## src/rtl/term_pkg.sv

```systemverilog
// Shared types for the pairwise term evaluator.
// Mode encoding matches the in_mode port.
package term_pkg;

  typedef enum logic [1:0] {
    MODE_ANYZERO   = 2'd0,
    MODE_ALLNZ     = 2'd1,
    MODE_FIRSTDIFF = 2'd2,
    MODE_SELECT    = 2'd3
  } mode_e;

endpackage

```

## src/rtl/term_chan_cmp.sv

```systemverilog
// Per-channel flag generator for one a/b operand pair.
// z: both zero, nz: both nonzero, d: operands differ.
module term_chan_cmp #(
  parameter int W = 4
) (
  input  logic [W-1:0] a,
  input  logic [W-1:0] b,
  output logic         z,
  output logic         nz,
  output logic         d
);

  // Pure combinational flag extraction.
  always_comb begin
    z  = (a == '0) && (b == '0);
    nz = (a != '0) && (b != '0);
    d  = (a != b);
  end

endmodule

```

## src/rtl/term_eval_pipe.sv

```systemverilog
// Two-stage pipelined pairwise term evaluator.
// S1 registers operands and flags, S2 reduces and registers results.
module term_eval_pipe
  import term_pkg::*;
#(
  parameter int NCH   = 5,
  parameter int W     = 4,
  parameter int CNT_W = 8,
  localparam int IDX_W = (NCH > 1) ? $clog2(NCH) : 1
) (
  input  logic             clk,
  input  logic             rst_n,
  input  logic             in_valid,
  output logic             in_ready,
  input  logic [NCH*W-1:0] in_a,
  input  logic [NCH*W-1:0] in_b,
  input  logic [1:0]       in_mode,
  input  logic [IDX_W-1:0] in_sel,
  output logic             out_valid,
  input  logic             out_ready,
  output logic             out_hit,
  output logic [IDX_W-1:0] out_idx,
  output logic [W-1:0]     out_data,
  output logic             out_err,
  input  logic             clr_cnt,
  output logic [CNT_W-1:0] hit_cnt
);

  logic r1;
  logic r2;
  logic s2_valid;

  logic [NCH-1:0] z_c;
  logic [NCH-1:0] nz_c;
  logic [NCH-1:0] d_c;

  logic                     s1_valid;
  mode_e                    s1_mode;
  logic [IDX_W-1:0]         s1_sel;
  logic [NCH-1:0][W-1:0]    s1_a;
  logic [NCH-1:0][W-1:0]    s1_b;
  logic [NCH-1:0]           s1_z;
  logic [NCH-1:0]           s1_nz;
  logic [NCH-1:0]           s1_d;

  logic             c_hit;
  logic [IDX_W-1:0] c_idx;
  logic [W-1:0]     c_data;
  logic             c_err;
  logic [31:0]      sel32;
  logic             sel_ok;
  logic             hs;

  for (genvar i = 0; i < NCH; i++) begin : g_cmp
    term_chan_cmp #(
      .W(W)
    ) u_cmp (
      .a  (in_a[i*W +: W]),
      .b  (in_b[i*W +: W]),
      .z  (z_c[i]),
      .nz (nz_c[i]),
      .d  (d_c[i])
    );
  end

  assign r2        = !s2_valid || out_ready;
  assign r1        = !s1_valid || r2;
  assign in_ready  = r1;
  assign out_valid = s2_valid;
  assign hs        = s2_valid && out_ready;

  // Stage 1: capture operands and channel flags on acceptance.
  always_ff @(posedge clk or negedge rst_n) begin
    if (!rst_n) begin
      s1_valid <= 1'b0;
      s1_mode  <= MODE_ANYZERO;
      s1_sel   <= '0;
      s1_a     <= '0;
      s1_b     <= '0;
      s1_z     <= '0;
      s1_nz    <= '0;
      s1_d     <= '0;
    end else if (r1) begin
      s1_valid <= in_valid;
      if (in_valid) begin
        s1_mode <= mode_e'(in_mode);
        s1_sel  <= in_sel;
        s1_a    <= in_a;
        s1_b    <= in_b;
        s1_z    <= z_c;
        s1_nz   <= nz_c;
        s1_d    <= d_c;
      end
    end
  end

  assign sel32  = 32'(s1_sel);
  assign sel_ok = sel32 < 32'(NCH);

  // Reduce flags into hit/idx/data/err for the selected mode.
  always_comb begin
    c_hit  = 1'b0;
    c_idx  = '0;
    c_data = '0;
    c_err  = 1'b0;
    unique case (1'b1)
      (s1_mode == MODE_ANYZERO): begin
        c_hit = |s1_z;
        for (int i = NCH-1; i >= 0; i--) begin
          if (s1_z[i]) c_idx = IDX_W'(i);
        end
      end
      (s1_mode == MODE_ALLNZ): begin
        c_hit = &s1_nz;
        for (int i = NCH-1; i >= 0; i--) begin
          if (!s1_nz[i]) c_idx = IDX_W'(i);
        end
      end
      (s1_mode == MODE_FIRSTDIFF): begin
        c_hit = |s1_d;
        for (int i = NCH-1; i >= 0; i--) begin
          if (s1_d[i]) begin
            c_idx  = IDX_W'(i);
            c_data = s1_a[i] ^ s1_b[i];
          end
        end
      end
      (s1_mode == MODE_SELECT): begin
        if (sel_ok) begin
          c_idx = s1_sel;
          for (int i = 0; i < NCH; i++) begin
            if (sel32 == 32'(i)) begin
              c_hit  = s1_d[i];
              c_data = s1_a[i];
            end
          end
        end else begin
          c_err = 1'b1;
        end
      end
    endcase
  end

  // Stage 2: result registers, held while downstream stalls.
  always_ff @(posedge clk or negedge rst_n) begin
    if (!rst_n) begin
      s2_valid <= 1'b0;
      out_hit  <= 1'b0;
      out_idx  <= '0;
      out_data <= '0;
      out_err  <= 1'b0;
    end else if (r2) begin
      s2_valid <= s1_valid;
      if (s1_valid) begin
        out_hit  <= c_hit;
        out_idx  <= c_idx;
        out_data <= c_data;
        out_err  <= c_err;
      end
    end
  end

  // Saturating count of consumed hits; clear has priority.
  always_ff @(posedge clk or negedge rst_n) begin
    if (!rst_n) begin
      hit_cnt <= '0;
    end else if (clr_cnt) begin
      hit_cnt <= '0;
    end else if (hs && out_hit && (hit_cnt != '1)) begin
      hit_cnt <= hit_cnt + CNT_W'(1);
    end
  end

endmodule

```

## config.mk

```make
export PLATFORM = sky130hd
export DESIGN_NAME = term_eval_pipe
export DESIGN_NICKNAME = d
export VERILOG_FILES = /design/src/rtl/term_pkg.sv /design/src/rtl/term_chan_cmp.sv /design/src/rtl/term_eval_pipe.sv
export SDC_FILE = /design/constraint.sdc
export NUM_CORES = 1
export LEC_CHECK = 0
export ABC_AREA = 1
export CAP_MARGIN = 15
export CELL_PAD_IN_SITES_DETAIL_PLACEMENT = 0
export CELL_PAD_IN_SITES_GLOBAL_PLACEMENT = 2
export CORE_ASPECT_RATIO = 1.5
export CORE_MARGIN = 2
export CORE_UTILIZATION = 31
export DETAILED_ROUTE_END_ITERATION = 12
export GPL_TIMING_DRIVEN = 0
export PLACE_DENSITY_LB_ADDON = 0.08
export SLEW_MARGIN = 20
export SYNTH_ARGS = -nofsm -noshare
export SYNTH_HDL_FRONTEND = slang
export SYNTH_SLANG_ARGS = --single-unit
```

## constraint.sdc

```tcl
create_clock -name clk -period 1.82 [get_ports clk]
set_input_delay 0.273 -clock clk [delete_from_list [all_inputs] [get_ports clk]]
set_output_delay 0.273 -clock clk [all_outputs]
set_load 0.01 [all_outputs]
```

==> out/qor.csv, run 1 <==
stage,metric,value,unit
die,rows,52,
cts,cts_sinks,79,
placement,port_buffers,68,
synthesis,synth_nets,612,
sta,max_freq,0.582,GHz
synthesis,synthCells,561,
cells_and_area,area_delta_synth_final,28.8,%
sta,finalHoldViolCount,0,
die,die_area,14800,µm²
die,io_pins,69,
placement,dp_hpwl,10600,µm
worst_setup_path,cp-start-kind,primary input,
sta,skew,0.00831,ns
sta,setup_viol,0,
cts,root_buffer,clkbuf_16,
pwr,power_leakage,0.00265,µW
pwr,powerDensity,1000,nW/µm²
sta,tightestPinTransition,0.594,ns
worst_setup_path,crit_fanout,3,
grt,grt_pass1_wl,21200,µm
cts,htreeDepth,3,
cells_and_area,antenna_cells,0,
routing,dr_total_vias,3834,
sta,fin_tns_setup,0,ns
grt,grt_pass1_vias,3908,
cts,numCtsBuffers,9,
grt,grt_antenna_before_repair,0,
sta,hold_ws,0.443,ns
cells_and_area,seq_area,1980,µm²
worst_setup_path,crit_start,out_ready,
grt,grt_use_total,0.192,
routing,drtPass1Iterations,4,
sta,period_share,0.944,
synthesis,ys_seq_area_frac,0.461,
synthesis,avgSynthCellArea,7.64,µm²
synthesis,ys_ff_latch,79,
routing,drc,0,
cts,clk_pin_slew_worst_paths,0.06,ns
routing,ant_nets,0,
cells_and_area,multiInputGateArea,1860,µm²
sta,rsz0062_at_grt,no,
synthesis,synth_area,4290,µm²
grt,overflow,0,
worst_setup_path,critPathArrivalTime,1.45,ns
die,initial_core_util,0.317,
worst_setup_path,r2r-start,out_valid,
placement,gp_congestion,0.816,
die,die_w,100,µm
cts,clk_latency,0.35,ns
sta,period_needed,1.72,ns
min_path,hp-class,primary input to asynchronous set/reset pin,
worst_setup_path,crit_type,primary input to output port,
routing,wl_per_cell,16.5,µm
sta,slew_headroom,0.604,
cts,cts_setup_buffers,0,
cts,cts_tree,yes,
worst_setup_path,critPathCaptureType,output port,
cts,clk_path_buf_depth,2,
routing,first_iter_violations,188,
die,core,13500,µm²
cells_and_area,drive_gt1_frac,0.0619,
routing,routed_wl,13300,µm
cells_and_area,nNetsFinal,693,
grt,grt_max_degree,44,
cells_and_area,final_cell_mix,"nand2_1 (147), inv_1 (89), dfrtp_1 (79)",
worst_setup_path,cp.required,1.55,ns
status,outcome,"complete, no violations",
pwr,max-vdd-ir-drop,0.375,mV
synthesis,synth.distinct_cells,33,
routing,vias_per_cell,4.75,
sta,slew_viol_final,0,
run,maxCapViolCount,0,
cells_and_area,layout_commonest_cell,nand2_1,
synthesis,yosysWarnings,0,
cells_and_area,fillers,1462,
die,die_y,148,µm
-- layer usage --
metal,track usage,wire [µm],part of all wire,vias to the layer above
met1,0.236,5840,0.44,1783
met4,0.0740,299,0.022,0
li1,-,-,-,1962
met3,0.0270,408,0.031,15
met2,0.339,6770,0.51,74
met5,0,0,0,-
-- critical path: stages --
cell             delay [ns]
clkdlybuf4s50_1        0.47
inv_1                  0.05
nand3_1                0.10
clkdlybuf4s50_1        0.55
-- where the power goes --
part / total (µW) / internal [µW] / switching, µW / leakage, µW
clock network: 1950 / 1230 / 726 / 0.000155
logic: 1320 / 568 / 757 / 0.00152
registers: 2250 / 2010 / 234 / 0.000980
-- synth_stat cells --
cell / instances / share of area
nor4_1: 2 / 0.0029
nand4_1: 18 / 0.026
a31oi_1: 2 / 0.0029
o2111ai_1: 1 / 0.0020
inv_2: 5 / 0.0044
o21a_1: 1 / 0.0018
a22oi_1: 1 / 0.0018
or2_2: 1 / 0.0015
clkinv_1: 1 / 0.00088
buf_2: 2 / 0.0023
o21ai_0: 70 / 0.082
ha_1: 1 / 0.0029
a32o_1: 1 / 0.0023
a21oi_1: 18 / 0.021
buf_4: 2 / 0.0035
nor2_1: 22 / 0.019
dfrtp_1: 79 / 0.46
o211ai_1: 2 / 0.0035
o22ai_1: 1 / 0.0015
a31o_2: 1 / 0.0020
or2_1: 1 / 0.0015
inv_1: 89 / 0.078
clkbuf_1: 4 / 0.0035
nor2_2: 3 / 0.0044
o31ai_1: 5 / 0.0088
xor2_1: 6 / 0.012
nand2_2: 4 / 0.0058
nand3_1: 38 / 0.044
buf_6: 5 / 0.013
nor3_1: 3 / 0.0035
nand2_1: 147 / 0.13
xnor2_1: 24 / 0.049
o21ai_1: 1 / 0.0012
-- metrics by stage --
stage	worst slack, ns	power, µW	cell area [µm²]	util	instances
floorplan	0.349	2970	4290	-	561
global placement	-2.54	3610	5170	0.382	791
detailed placement	-0.271	3630	5190	0.384	792
CTS	0.0827	5600	5520	0.408	808
global route	0.0297	5850	5520	0.408	808
finish	0.102	5520	5520	0.408	808
-- logic make-up (layout without fill, tap and decap cells) --
kind of cell    Yosys count  after routing  share of synthesized area
compound gates          104            104                      0.131
xor+xnor                 30             30                     0.0613
fa+ha+maj                 1              1                    0.00292
buf+inv                 108            193                      0.106
flops                    79             79                      0.461
simple gates            239            239                      0.238
-- final timing paths --
check,endpoint,slack (ns),cells past startpoint
setup reg to reg,s1_nz[1],0.18,6
hold reg to reg,out_idx[2],0.48,2
hold / removal,s1_nz[1],0.44,2
min in group clk,s1_mode[1],0.47,3
setup / recovery,in_ready,0.10,4
max in group asynchronous,s1_d[1],0.76,3
-- flip-flops by register name, summed over array words and instances, names as in the netlist --
signal	cells
s1_b	20
out_valid	1
out_idx	3
s1_mode	2
s1_a	20
out_err	1
hit_cnt	8
s1_nz	5
out_hit	1
s1_z	5
s1_d	5
out_data	4
s1_valid	1
s1_sel	3
-- final cells by class --
type                            count  area share
Buffer                             13      0.0179
Sequential cell                    79       0.358
Multi-Input combinational cell    374       0.337
Timing Repair Buffer               70       0.130
Inverter                           95      0.0646
Clock inverter                      4      0.0127
Clock buffer                       11      0.0440
Tap cell                          162      0.0367
-- repair_timing --
| item | in CTS | in global routing |
|---|---|---|
| setup endpoints to repair | 0 | 2 |
| endpoints found under the hold margin | 36 | 0 |
| gates resized for setup | 0 | 2 |
| hold buffers | 1 | 0 |
Note: power is estimated with default switching activity, not from simulation.
==> run 2: changes to the inputs <==
RECOVER_POWER = 100   (was not set)
==> run 2 against run 1 <==
  * Cell area decreased by 0.23%
  * Core utilization down 0.093 points
  * Total power decreased by 0.63%
  * Sequential cell count stayed put
  * Critical endpoint unchanged
  * Sequential share of layout area grew 0.081 points
  * Fmax is essentially flat
  * Clock skew increased by 0.00069 ns
  * Critical path depth stayed put
  * Setup slack about the same
  * Sequential power hardly changed
  * First-iteration DRC count fell by 1.1%
==> out/qor.csv, run 2 (synthesis gave the netlist of run 1 again) <==
stage,metric,value,unit,change
status,outcome,"complete, no violations",,
sta,slew_viol_final,0,,unchanged
cts,htreeDepth,3,,unchanged
grt,overflow,0,,unchanged
placement,dp_hpwl,10600,µm,unchanged
sta,fin_tns_setup,0,ns,unchanged
sta,period_needed,1.72,ns,-0.000397 ns
pwr,powerDensity,996,nW/µm²,-0.40%
cells_and_area,nNetsFinal,693,,unchanged
cts,clk_latency,0.35,ns,about the same
pwr,p_total,5490,µW,-0.63%
placement,port_buffers,68,,unchanged
sta,slew_headroom,0.321,,-0.283
grt,grt_max_degree,44,,unchanged
cts,cts_tree,yes,,
worst_setup_path,critPathTopFamily,buffers and inverters,,
worst_setup_path,cp_cell_sequence,"clkdlybuf4s50_1, inv_1, nand3_1, clkdlybuf4s50_1",,
routing,drtPass1Iterations,4,,unchanged
cts,numCtsBuffers,9,,unchanged
grt,grt_pass1_wl,21200,µm,unchanged
routing,drc,0,,unchanged
run,maxCapViolCount,0,,unchanged
sta,max_freq,0.582,GHz,about the same
sta,hold_ws,0.469,ns,+0.0266 ns
sta,rsz0062_at_grt,no,,
sta,tightestPinTransition,1.02,ns,+0.424 ns
sta,finalHoldViolCount,0,,unchanged
cells_and_area,area_delta_synth_final,28.6,%,
die,die_area,14800,µm²,unchanged
sta,setup_viol,0,,unchanged
placement,gp_congestion,0.816,,unchanged
die,initial_core_util,0.317,,unchanged
sta,skew,0.00900,ns,+0.000689 ns
routing,first_iter_violations,186,,-1.1%
worst_setup_path,cp_slowest_cell,clkdlybuf4s50_1,,
cells_and_area,top_regs,"s1_a x20, s1_b x20, hit_cnt x8",,
worst_setup_path,crit_fanout,3,,unchanged
worst_setup_path,critPathCaptureType,output port,,
worst_setup_path,cp.required,1.55,ns,about the same
cells_and_area,antenna_cells,0,,unchanged
die,die_y,148,µm,unchanged
cts,root_buffer,clkbuf_16,,
worst_setup_path,critPathArrivalTime,1.44,ns,about the same
min_path,hp-class,primary input to flop,,
die,core,13500,µm²,unchanged
routing,ant_nets,0,,unchanged
pwr,power_leakage,0.00270,µW,+1.6%
worst_setup_path,cpPeakStageDelay,0.55,ns,about the same
worst_setup_path,cp_common_cell,clkdlybuf4s50_1,,
die,io_pins,69,,unchanged
routing,wl_per_cell,16.5,µm,+0.19%
routing,dr_total_vias,3877,,+1.1%
cts,cts_setup_buffers,0,,unchanged
cells_and_area,layout_commonest_cell,nand2_1,,
cts,clk_path_buf_depth,2,,unchanged
grt,grt_pass1_vias,3908,,unchanged
die,rows,52,,unchanged
cells_and_area,final_cell_mix,"nand2_1 (149), inv_1 (89), dfrtp_1 (79)",,
placement,dpl_cell_area,5190,µm²,unchanged
sta,period_share,0.944,,about the same
cells_and_area,fillers,1466,,+0.27%
worst_setup_path,crit_buf_inv,3,,unchanged
routing,vias_per_cell,4.80,,+1.1%
worst_setup_path,cp-start-kind,primary input,,
cells_and_area,drive_gt1_frac,0.0573,,-0.00464
routing,routed_wl,13300,µm,+0.19%
die,die_w,100,µm,unchanged
grt,grt_use_total,0.192,,unchanged
grt,grt_antenna_before_repair,0,,unchanged
cts,clk_pin_slew_worst_paths,0.06,ns,about the same
cts,cts_sinks,79,,unchanged
cells_and_area,design_area,5510,µm²,-0.23%
worst_setup_path,crit_type,primary input to output port,,
pwr,max-vdd-ir-drop,0.375,mV,about the same
## run 2: cell count changes in the layout (fill, tap and decap cells not counted)
cell / before / now
nand2_2: 4 / 2
nor2_2: 4 / 3
buf_4: 3 / 1
buf_2: 1 / 0
clkbuf_2: 0 / 3
nand2_1: 147 / 149
clkdlybuf4s50_1: 67 / 49
nor2_1: 21 / 22
dlygate4sd3_1: 1 / 19
## run 2: worst paths after layout
kind,depth (start not counted),slack (ns),start,to
worst max-delay path,4,0.10,out_ready,in_ready
worst min-delay path,3,0.47,in_mode[1],s1_mode[1]
worst max register to register,6,0.19,out_valid,s1_nz[1]
worst min register to register,2,0.48,out_data[2],out_data[2]
max in group asynchronous,3,0.42,rst_n,s1_d[1]
min in group asynchronous,2,0.64,rst_n,s1_nz[1]
## run 2: layout make-up
type / count / area [µm²] / share of cell area
flip-flops and latches: 79 / 1980 / 0.359
multi-input cells: 374 / 1850 / 0.336
repair buffers: 70 / 713 / 0.129
inverters: 95 / 357 / 0.0647
clock buffers: 11 / 243 / 0.0441
well taps: 162 / 203 / 0.0368
plain buffers: 13 / 96.3 / 0.0175
clock inverters: 4 / 70.1 / 0.0127
## run 2: power by group
group          total, µW  internal (µW)  switching (µW)
logic               1290            538             756
registers           2240           2010             231
clock network       1950           1230             726
total               5490           3780            1710
## run 2: per-layer routing
layer / share of wire / track usage / vias to the layer above
met1: 0.43 / 0.236 / 1822
met4: 0.021 / 0.0740 / 0
met2: 0.51 / 0.339 / 80
li1: - / - / 1960
met3: 0.034 / 0.0270 / 15
met5: 0 / 0 / -
## run 2: what timing repair did
action / in CTS / in global routing
setup endpoints to repair: 0 / 2
hold endpoints to repair: 36 / 0
hold buffers: 1 / 0
gates resized for setup: 0 / 2
## run 2: metrics by stage
stage                     utilization  setup WS (ns)  instances
after CTS                       0.408         0.0827        808
final                           0.407          0.102        808
after detailed placement        0.384         -0.271        792
after global placement          0.382          -2.54        791
after floorplan                     -          0.349        561
after global routing            0.407         0.0295        808
## run 2: worst register-to-register path, cell delays in order (launching register included)
cell and delay, ns:
dfrtp_1 0.41, nand3_1 0.14, nand2_1 0.18, inv_2 0.25
clkbuf_4 0.29, nand3_1 0.20, nand2_1 0.10
==> run 3: changes to the inputs <==
CTS_CLUSTER_DIAMETER = 40   (was not set)
==> results of run 3 <==
Final layout, timing and power as in run 2 (identical DEF).
